**src/rtl/mips_pkg.sv**
```systemverilog
// mips_pkg: shared definitions for the multicycle MIPS control path.
// Holds the opcode and funct constants, the ALUControl encodings, the ALUOp
// selector used by the ALU decoder and the main-control state enum.
// Optional feature macro: MIPS_MC_ADDI_EN adds the ADDIEX/ADDIWB states.
package mips_pkg;

  localparam logic [5:0] OP_RTYPE = 6'b000000;
  localparam logic [5:0] OP_LW    = 6'b100011;
  localparam logic [5:0] OP_SW    = 6'b101011;
  localparam logic [5:0] OP_BEQ   = 6'b000100;
  localparam logic [5:0] OP_J     = 6'b000010;
  localparam logic [5:0] OP_ADDI  = 6'b001000;

  localparam logic [5:0] FN_ADD = 6'b100000;
  localparam logic [5:0] FN_SUB = 6'b100010;
  localparam logic [5:0] FN_AND = 6'b100100;
  localparam logic [5:0] FN_OR  = 6'b100101;
  localparam logic [5:0] FN_XOR = 6'b100110;
  localparam logic [5:0] FN_NOR = 6'b100111;
  localparam logic [5:0] FN_SLT = 6'b101010;

  localparam logic [3:0] ALU_AND = 4'b0000;
  localparam logic [3:0] ALU_OR  = 4'b0001;
  localparam logic [3:0] ALU_ADD = 4'b0010;
  localparam logic [3:0] ALU_XOR = 4'b0011;
  localparam logic [3:0] ALU_SUB = 4'b0110;
  localparam logic [3:0] ALU_SLT = 4'b0111;
  localparam logic [3:0] ALU_NOR = 4'b1000;

  typedef enum logic [1:0] {
    ALUOP_ADD   = 2'b00,
    ALUOP_SUB   = 2'b01,
    ALUOP_FUNCT = 2'b10
  } aluop_e;

  typedef enum logic [3:0] {
    S_IDLE    = 4'd0,
    S_FETCH   = 4'd1,
    S_DECODE  = 4'd2,
    S_MEMADR  = 4'd3,
    S_MEMRD   = 4'd4,
    S_MEMWB   = 4'd5,
    S_MEMWR   = 4'd6,
    S_EXECUTE = 4'd7,
    S_ALUWB   = 4'd8,
    S_BRANCH  = 4'd9,
`ifdef MIPS_MC_ADDI_EN
    S_JUMP    = 4'd10,
    S_ADDIEX  = 4'd11,
    S_ADDIWB  = 4'd12
`else
    S_JUMP    = 4'd10
`endif
  } state_e;

endpackage

```
**src/rtl/mips_mc_control_alu_decoder.sv**
```systemverilog
// mips_alu_decoder: combinational ALUOp + Funct -> ALUControl.
// Ports:
//   alu_op_i      ALUOP_ADD -> ADD, ALUOP_SUB -> SUB, ALUOP_FUNCT -> decode funct_i
//   funct_i       instruction[5:0]
//   alu_control_o ALU operation encoding
//   illegal_o     high only when decoding Funct and Funct is unsupported
import mips_pkg::*;

module mips_alu_decoder (
  input  aluop_e      alu_op_i,
  input  logic [5:0]  funct_i,
  output logic [3:0]  alu_control_o,
  output logic        illegal_o
);

  always_comb begin
    alu_control_o = ALU_ADD;
    illegal_o     = 1'b0;
    case (alu_op_i)
      ALUOP_SUB: alu_control_o = ALU_SUB;
      ALUOP_FUNCT: begin
        case (funct_i)
          FN_AND:  alu_control_o = ALU_AND;
          FN_OR:   alu_control_o = ALU_OR;
          FN_ADD:  alu_control_o = ALU_ADD;
          FN_XOR:  alu_control_o = ALU_XOR;
          FN_SUB:  alu_control_o = ALU_SUB;
          FN_SLT:  alu_control_o = ALU_SLT;
          FN_NOR:  alu_control_o = ALU_NOR;
          // Unsupported funct falls back to ADD and is flagged.
          default: illegal_o = 1'b1;
        endcase
      end
      default: alu_control_o = ALU_ADD;
    endcase
  end

endmodule

```
**src/rtl/mips_mc_control.sv**
```systemverilog
// mips_mc_control: multicycle MIPS main control FSM.
// Sequences fetch/decode/execute/memory/writeback, drives operand selects,
// ALUControl and all datapath write enables, and waits on MemReady during
// instruction fetch and data-memory access.
// Ports:
//   clk, reset        rising-edge clock, synchronous active-high reset
//   Op, Funct         instruction fields from the instruction register
//   Zero              ALU zero flag (used in BRANCH)
//   MemReady          memory completes the current access this cycle
//   IorD..PCEn        datapath selects and enables
//   IllegalOp         one-cycle pulse on unsupported Op/Funct
//   Busy              high in every state except IDLE
//   dbg_state_o       current FSM state for observation
// Handshake: MemRead/MemWrite and IorD are held stable in FETCH/MEMRD/MEMWR
// until a cycle where MemReady is high; that cycle completes the access and
// the FSM advances on the following edge.
// Optional feature macro: MIPS_MC_ADDI_EN (addi support).
import mips_pkg::*;

module mips_mc_control #(
  parameter int unsigned RESET_PC_HOLD = 1
) (
  input  logic        clk,
  input  logic        reset,
  input  logic [5:0]  Op,
  input  logic [5:0]  Funct,
  input  logic        Zero,
  input  logic        MemReady,
  output logic        IorD,
  output logic        MemRead,
  output logic        MemWrite,
  output logic        IRWrite,
  output logic        RegDst,
  output logic        MemtoReg,
  output logic        RegWrite,
  output logic        ALUSrcA,
  output logic [1:0]  ALUSrcB,
  output logic [3:0]  ALUControl,
  output logic [1:0]  PCSrc,
  output logic        PCEn,
  output logic        IllegalOp,
  output logic        Busy,
  output state_e      dbg_state_o
);

  state_e     state_q, state_d;
  logic [3:0] idle_cnt_q, idle_cnt_d;
  logic       idle_done;
  aluop_e     alu_op;
  logic [3:0] dec_alu_control;
  logic       dec_illegal;

  // IDLE always lasts at least one cycle, even with RESET_PC_HOLD = 0.
  assign idle_done = (32'(idle_cnt_q) + 32'd1) >= RESET_PC_HOLD;

  // ALUOp depends on state only, keeping the decoder out of any feedback path.
  always_comb begin
    alu_op = ALUOP_ADD;
    if (state_q == S_EXECUTE)     alu_op = ALUOP_FUNCT;
    else if (state_q == S_BRANCH) alu_op = ALUOP_SUB;
  end

  mips_alu_decoder u_alu_decoder (
    .alu_op_i      (alu_op),
    .funct_i       (Funct),
    .alu_control_o (dec_alu_control),
    .illegal_o     (dec_illegal)
  );

  always_ff @(posedge clk) begin
    if (reset) begin
      state_q    <= S_IDLE;
      idle_cnt_q <= 4'd0;
    end else begin
      state_q    <= state_d;
      idle_cnt_q <= idle_cnt_d;
    end
  end

  always_comb begin
    state_d    = state_q;
    idle_cnt_d = idle_cnt_q;
    IorD       = 1'b0;
    MemRead    = 1'b0;
    MemWrite   = 1'b0;
    IRWrite    = 1'b0;
    RegDst     = 1'b0;
    MemtoReg   = 1'b0;
    RegWrite   = 1'b0;
    ALUSrcA    = 1'b0;
    ALUSrcB    = 2'b00;
    ALUControl = dec_alu_control;
    PCSrc      = 2'b00;
    PCEn       = 1'b0;
    IllegalOp  = 1'b0;
    Busy       = (state_q != S_IDLE);

    case (state_q)
      S_IDLE: begin
        if (idle_done) state_d = S_FETCH;
        else           idle_cnt_d = idle_cnt_q + 4'd1;
      end
      S_FETCH: begin
        MemRead = 1'b1;
        ALUSrcB = 2'b01;
        IRWrite = MemReady;
        PCEn    = MemReady;
        if (MemReady) state_d = S_DECODE;
      end
      S_DECODE: begin
        // Precompute the branch target into ALUOut.
        ALUSrcB = 2'b11;
        case (Op)
          OP_LW, OP_SW: state_d = S_MEMADR;
          OP_RTYPE:     state_d = S_EXECUTE;
          OP_BEQ:       state_d = S_BRANCH;
          OP_J:         state_d = S_JUMP;
`ifdef MIPS_MC_ADDI_EN
          OP_ADDI:      state_d = S_ADDIEX;
`endif
          default: begin
            IllegalOp = 1'b1;
            state_d   = S_FETCH;
          end
        endcase
      end
      S_MEMADR: begin
        ALUSrcA = 1'b1;
        ALUSrcB = 2'b10;
        state_d = (Op == OP_LW) ? S_MEMRD : S_MEMWR;
      end
      S_MEMRD: begin
        MemRead = 1'b1;
        IorD    = 1'b1;
        if (MemReady) state_d = S_MEMWB;
      end
      S_MEMWB: begin
        RegWrite = 1'b1;
        MemtoReg = 1'b1;
        state_d  = S_FETCH;
      end
      S_MEMWR: begin
        MemWrite = 1'b1;
        IorD     = 1'b1;
        if (MemReady) state_d = S_FETCH;
      end
      S_EXECUTE: begin
        ALUSrcA = 1'b1;
        // Unsupported funct: flag it and skip the writeback entirely.
        if (dec_illegal) begin
          IllegalOp = 1'b1;
          state_d   = S_FETCH;
        end else begin
          state_d   = S_ALUWB;
        end
      end
      S_ALUWB: begin
        RegWrite = 1'b1;
        RegDst   = 1'b1;
        state_d  = S_FETCH;
      end
      S_BRANCH: begin
        ALUSrcA = 1'b1;
        PCSrc   = 2'b01;
        PCEn    = Zero;
        state_d = S_FETCH;
      end
      S_JUMP: begin
        PCSrc   = 2'b10;
        PCEn    = 1'b1;
        state_d = S_FETCH;
      end
`ifdef MIPS_MC_ADDI_EN
      S_ADDIEX: begin
        ALUSrcA = 1'b1;
        ALUSrcB = 2'b10;
        state_d = S_ADDIWB;
      end
      S_ADDIWB: begin
        RegWrite = 1'b1;
        state_d  = S_FETCH;
      end
`endif
      default: state_d = S_IDLE;
    endcase

    // Reset masks every output to its IDLE value in the same cycle, so an
    // abandoned instruction cannot commit a write on the reset edge.
    if (reset) begin
      IorD       = 1'b0;
      MemRead    = 1'b0;
      MemWrite   = 1'b0;
      IRWrite    = 1'b0;
      RegDst     = 1'b0;
      MemtoReg   = 1'b0;
      RegWrite   = 1'b0;
      ALUSrcA    = 1'b0;
      ALUSrcB    = 2'b00;
      ALUControl = ALU_ADD;
      PCSrc      = 2'b00;
      PCEn       = 1'b0;
      IllegalOp  = 1'b0;
      Busy       = 1'b0;
    end
  end

  assign dbg_state_o = state_q;

endmodule

```
**config.mk**
```make
export PLATFORM = sky130hd
export DESIGN_NAME = mips_mc_control
export DESIGN_NICKNAME = d
export VERILOG_FILES = /design/src/rtl/mips_pkg.sv /design/src/rtl/mips_mc_control_alu_decoder.sv /design/src/rtl/mips_mc_control.sv
export SDC_FILE = /design/constraint.sdc
export NUM_CORES = 1
export LEC_CHECK = 0
export CAP_MARGIN = 20
export CORE_UTILIZATION = 43
export CTS_CLUSTER_SIZE = 8
export DETAILED_ROUTE_END_ITERATION = 6
export GPL_TIMING_DRIVEN = 0
export PLACE_DENSITY_LB_ADDON = 0.3
export SLEW_MARGIN = 20
export SYNTH_ARGS = -nofsm -noshare
export SYNTH_HDL_FRONTEND = slang
export SYNTH_SLANG_ARGS = --single-unit
```
**constraint.sdc**
```tcl
create_clock -name clk -period 4.4 [get_ports clk]
set_clock_uncertainty 0.05 [all_clocks]
set_input_delay 0.88 -clock clk [delete_from_list [all_inputs] [get_ports clk]]
set_output_delay 0.88 -clock clk [all_outputs]
set_load 0.05 [all_outputs]
```
======== Yosys cells after proc, flatten, opt, wreduce, memory -nomap -nowiden ========
Index checks and enable logic that the tools add are counted.
cells by class
  bitwise gates (word level) .............. 1
  equality and inequality tests ........... 27
  magnitude comparators ................... 1
  reduce and logical (&&, ||, !) cells .... 13
  mux-type cells .......................... 42
  add/sub/neg operators ................... 2
operators by type and width
  cell                 count
  $eq 6x6->1 const B   9
  $pmux 4 s8           1
  $mux 1               24
  $mux 4               6
  $pmux 4 s6           1
  $eq 4x3->1 const B   4
  $pmux 4 s4           1
  $eq 4x4->1 const B   3
  $eq 4x2->1 const B   2
  $mux 2               4
  $ne 2x2->1 const B   4
  $pmux 4 s2           1
  $reduce_or 2->1      4
  $reduce_or 7->1      1
  $eq 6x2->1 const B   1
  $eq 6x3->1 const B   1
  $logic_not 6->1      1
  $pmux 2 s3           1
  $add 4x1->5 const B  1
  $ge 5x1->1 const B   1
  $reduce_or 5->1      1
  $add 4x1->4 const B  1
  $eq 4x1->1 const B   1
  $logic_not 4->1      1
  other kinds (11)     11
word-level totals
  register bits after elaboration ......... 8
  output and inout bits ................... 23

======== Longest topological paths before layout ========
  depth after elaboration ................. 8
  mapped depth ............................ 6
  depth with buffers taken out ............ 6

======== Modules after synthesis ========
Synthesis repeated with hierarchy kept, for this count alone.
second synthesis, totals
  cells, all modules ...................... 125
  area total of the unflattened synthesis .. 877.1 µm²
by module, submodules not included
  module            area an instance (µm²)  seq. area each (µm²)  instances  cells an instance
  mips_mc_control   728.2                   160.2                 1          103
  mips_alu_decoder  148.9                   0.0                   1          22

======== Least setup slack after synthesis ========
Ideal clock, no wire load.
  path type ............................... input port to output port
  start ................................... input port reset
  end ..................................... output port RegWrite
  path buffers ............................ 0
  data required time ...................... 3.470 ns
  arrival time ............................ 2.878 ns
  setup slack ............................. 0.592 ns
  stages on the path ...................... 3
  cell sequence ........................... or3b_2 nor3_1 or2_2
on the way
  cells in the longest elaborated chain, start to end .. 1
RTL lines
  what         line                    RTL
  from (decl)  mips_mc_control.sv:24   input logic reset,
  $mux 1       mips_mc_control.sv:189  if (reset) begin
  to (decl)    mips_mc_control.sv:35   output logic RegWrite,
No other way between the ends.

======== Worst setup path after layout ========
  start ................................... input port Op[5]
  end ..................................... output port IllegalOp
on the way
  cells in the longest elaborated chain, start to end .. 5
  elaborated cells between the ends (all ways) .. 9
RTL lines
  what                                line                    RTL
  from (decl)                         mips_mc_control.sv:25   input logic [5:0] Op,
  $eq 6x6->1 (tied with other cells)  mips_mc_control.sv:113  case (Op)
  $reduce_or 5->1 (no line) *         -
  $mux 1 *                            mips_mc_control.sv:113
  $pmux 1 s2 *                        mips_mc_control.sv:98   case (state_q)
  $mux 1 *                            mips_mc_control.sv:189
  to (decl)                           mips_mc_control.sv:41   output logic IllegalOp,
Every way passes the cells marked *; elsewhere a longest branch is shown, timed or not.

==> flow_summary.yaml <==
run_status:
  outcome: "completed"
timing:
  period_needed_ps: 4000
  rsz0062_at_grt: "no"
  finalSetupTns_ps: 0
  relSlewSlack: 0.663
  drv_slew: 0
  whs_ps: 425
  fin_crit_sh: 0.910
  worst_slack_ps: 398
  setup_viol: 0
  fmax_ghz: 0.250
  hold_violations: 0
  worst_pin_slew_ps: 503
final_layout:
  fin_cells: 180
  drive_gt1_frac: 0.0710
  area_growth_pct: 53.3
  post-route-util: 0.715
  diodes: 0
  finalNetCount: 175
  nFillCells: 151
  stdcell_area_sq_um: 1250
logic_synthesis:
  synth_area_leaders: "dfxtp_1 (20%), nor2_1 (6.0%), and2_1 (4.6%)"
  synthesis.nets: 132
  yosysSeqAreaShare: 0.197
  netlist_instances: 114
  yosys.cell_types.count: 44
  syn_area_sq_um: 815
  async_flop_share: 0
  synth.avg_cell_area_sq_um: 7.15
  synth_top_cell_area_share: 0.197
  synth_area_leader_cell: "dfxtp_1"
  ys_ff_latch: 8
  synth-main-ff-cell: "dfxtp_1"
  synth_edf_count: 0
  yosys_warnings: 0
placement:
  place_congestion: 0.891
  dpl_cell_area_sq_um: 1230
  pre_cts_slack_ps: 405
  dp_cells: 177
  port_buffers: 38
  dpl.hpwl_um: 1770
clock_tree:
  cts_tree: "built"
  clkSinkCount: 8
  cts-root-buf: "clkbuf_4"
  htreeDepth: 1
  clkTransAtPathRegs_ps: 60
  ctsResizeCount: 0
  cts_made_buffers: 3
  clockBufferDepth: 2
  cts_setup_buffers: 0
  cts_hold_buf: 0
  clk_latency_ps: 270
global_route:
  grt-ovfl-total: 0
  grt_pass1_vias: 899
  grt_usage: 0.247
  antenna_found_initial: 0
  grt_pass1_wl_um: 3700
  grt_max_degree: 11
worst_setup_path:
  startpoint_type: "input port"
  end_kind: "primary output"
  cpMostUsedCell: "clkdlybuf4s50_1"
  rr_startpoint: "idle_cnt_q[0]"
  critPathSlowestCell: "clkdlybuf4s50_1"
  max_stage_delay_ps: 720
  worstPathRequired_ps: 3470
  r2r_cells: 6
  reg2reg_slack_ps: 2660
  path_cells: "clkdlybuf4s50_1 -> or3_1 -> o311a_2 -> a22oi_1 -> nor2_1 -> clkdlybuf4s50_1"
  crit_arrival_ps: 3070
  crit_fanout: 5
  crit_type: "input port to primary output"
  r2r-end: "idle_cnt_q[2]"
floorplanning:
  dieArea_sq_um: 2070
  start_util: 0.467
  die_x_um: 45.5
  core_area_sq_um: 1750
  row_count: 15
  boundaryPins: 39
  die_height_um: 45.5
detailed_routing:
  vias_per_cell: 5.61
  routed_wl_um: 2260
  drcViolationCount: 0
  avgRoutedWirePerCell_um: 12.5
  drt_iter0_drc: 24
  drtPass1Iterations: 4
  ant_nets: 0
  vias: 1009
power_and_ir_drop:
  p_total_mw: 0.295
  ir_drop_v: 0.000124
  pwr_density_cell_nw_per_um2: 236
  p_leak_nw: 0.454
min_path:
  min_path_type: "flop to flop"
  min_path_cells: 1
  hp-start: "idle_cnt_q[3]"
  worstHoldEndpoint: "idle_cnt_q[3]"
job:
  cap_viol_max_count: 0
placed cells by master (no fill, tap or decap), drive strengths merged, types with 2 or more instances in the layout:
| master | count |
|---|---|
| clkdlybuf4s50 | 38 |
| nor2 | 13 |
| nand2 | 10 |
| dfxtp | 8 |
| clkbuf | 8 |
| nand2b | 6 |
| and2 | 6 |
| inv | 5 |
| nor3 | 5 |
| nor4 | 5 |
| nor2b | 4 |
| o21ai | 4 |
| xnor2 | 3 |
| nor3b | 3 |
| and3 | 3 |
| a31oi | 2 |
| nor4b | 2 |
| a21oi | 2 |
| o31ai | 2 |
| o2bb2ai | 2 |
| ha | 2 |
| and3b | 2 |
layout make-up:
type / count / area, sq um / area share
Buffer: 6 / 23.8 / 0.0190
Clock buffer: 3 / 22.5 / 0.0180
Inverter: 5 / 18.8 / 0.0150
Multi-Input combinational cell: 95 / 612 / 0.490
Sequential cell: 8 / 160 / 0.128
Tap cell: 25 / 31.3 / 0.0251
Timing Repair Buffer: 38 / 380 / 0.305
how the worst max path moves through the flow:
stage / start / endpoint / slack [ps] / cells past startpoint
after floorplan: reset / RegWrite / 590 / 3
after global placement: Op[5] / IllegalOp / 440 / 6
after detailed placement: Op[5] / IllegalOp / 410 / 6
after CTS: Op[5] / IllegalOp / 390 / 6
after global routing: Op[5] / IllegalOp / 320 / 6
final: Op[5] / IllegalOp / 400 / 6
power breakdown:
group	switching (mW)	internal, mW	leakage (nW)
clock	0.0314	0.0316	0.0138
combinational	0.0926	0.0568	0.375
sequential	0.00622	0.0762	0.0650
logic make-up (layout without fill, tap and decap cells):
group / after synthesis / after routing / share of synthesized area
adders and majority gates: 2 / 2 / 0.0307
AOI/OAI and AO/OA: 24 / 24 / 0.218
muxes: 1 / 1 / 0.0138
buffers and inverters: 11 / 52 / 0.0522
DFF: 8 / 8 / 0.197
and+or+nand+nor: 65 / 65 / 0.456
xor gates and xnor gates: 3 / 3 / 0.0323
critical path: cells and delay by family:
kind / cells / cell delay, ps
buffers and inverters: 2 / 1180
AND/OR/NAND/NOR: 2 / 480
AO/OA/AOI/OAI: 2 / 540
cells in the mapped netlist (2+ instances only):
master,n
nor2_1,13
and3_1,2
inv_1,5
nand2_1,10
a21oi_1,2
o2bb2ai_1,2
nor4_1,5
nand2b_1,6
xnor2_1,3
nor4b_1,2
nor3b_1,2
nor2b_1,4
o31ai_1,2
nor3_1,5
ha_1,2
clkbuf_1,5
and2_1,6
a31oi_1,2
o21ai_0,4
dfxtp_1,8
sequential cells by signal (all words and copies together) (netlist names):
name / cells
dbg_state_o: 4
idle_cnt_q: 4
routing by layer:
metal / part of all wire / up-vias / track usage
met3: 0.056 / 7 / 0.0516
met2: 0.48 / 39 / 0.409
met1: 0.43 / 462 / 0.288
met5: 0 / - / 0
li1: - / 501 / -
met4: 0.028 / 0 / 0.152
Power figures use the tool's default switching activity.
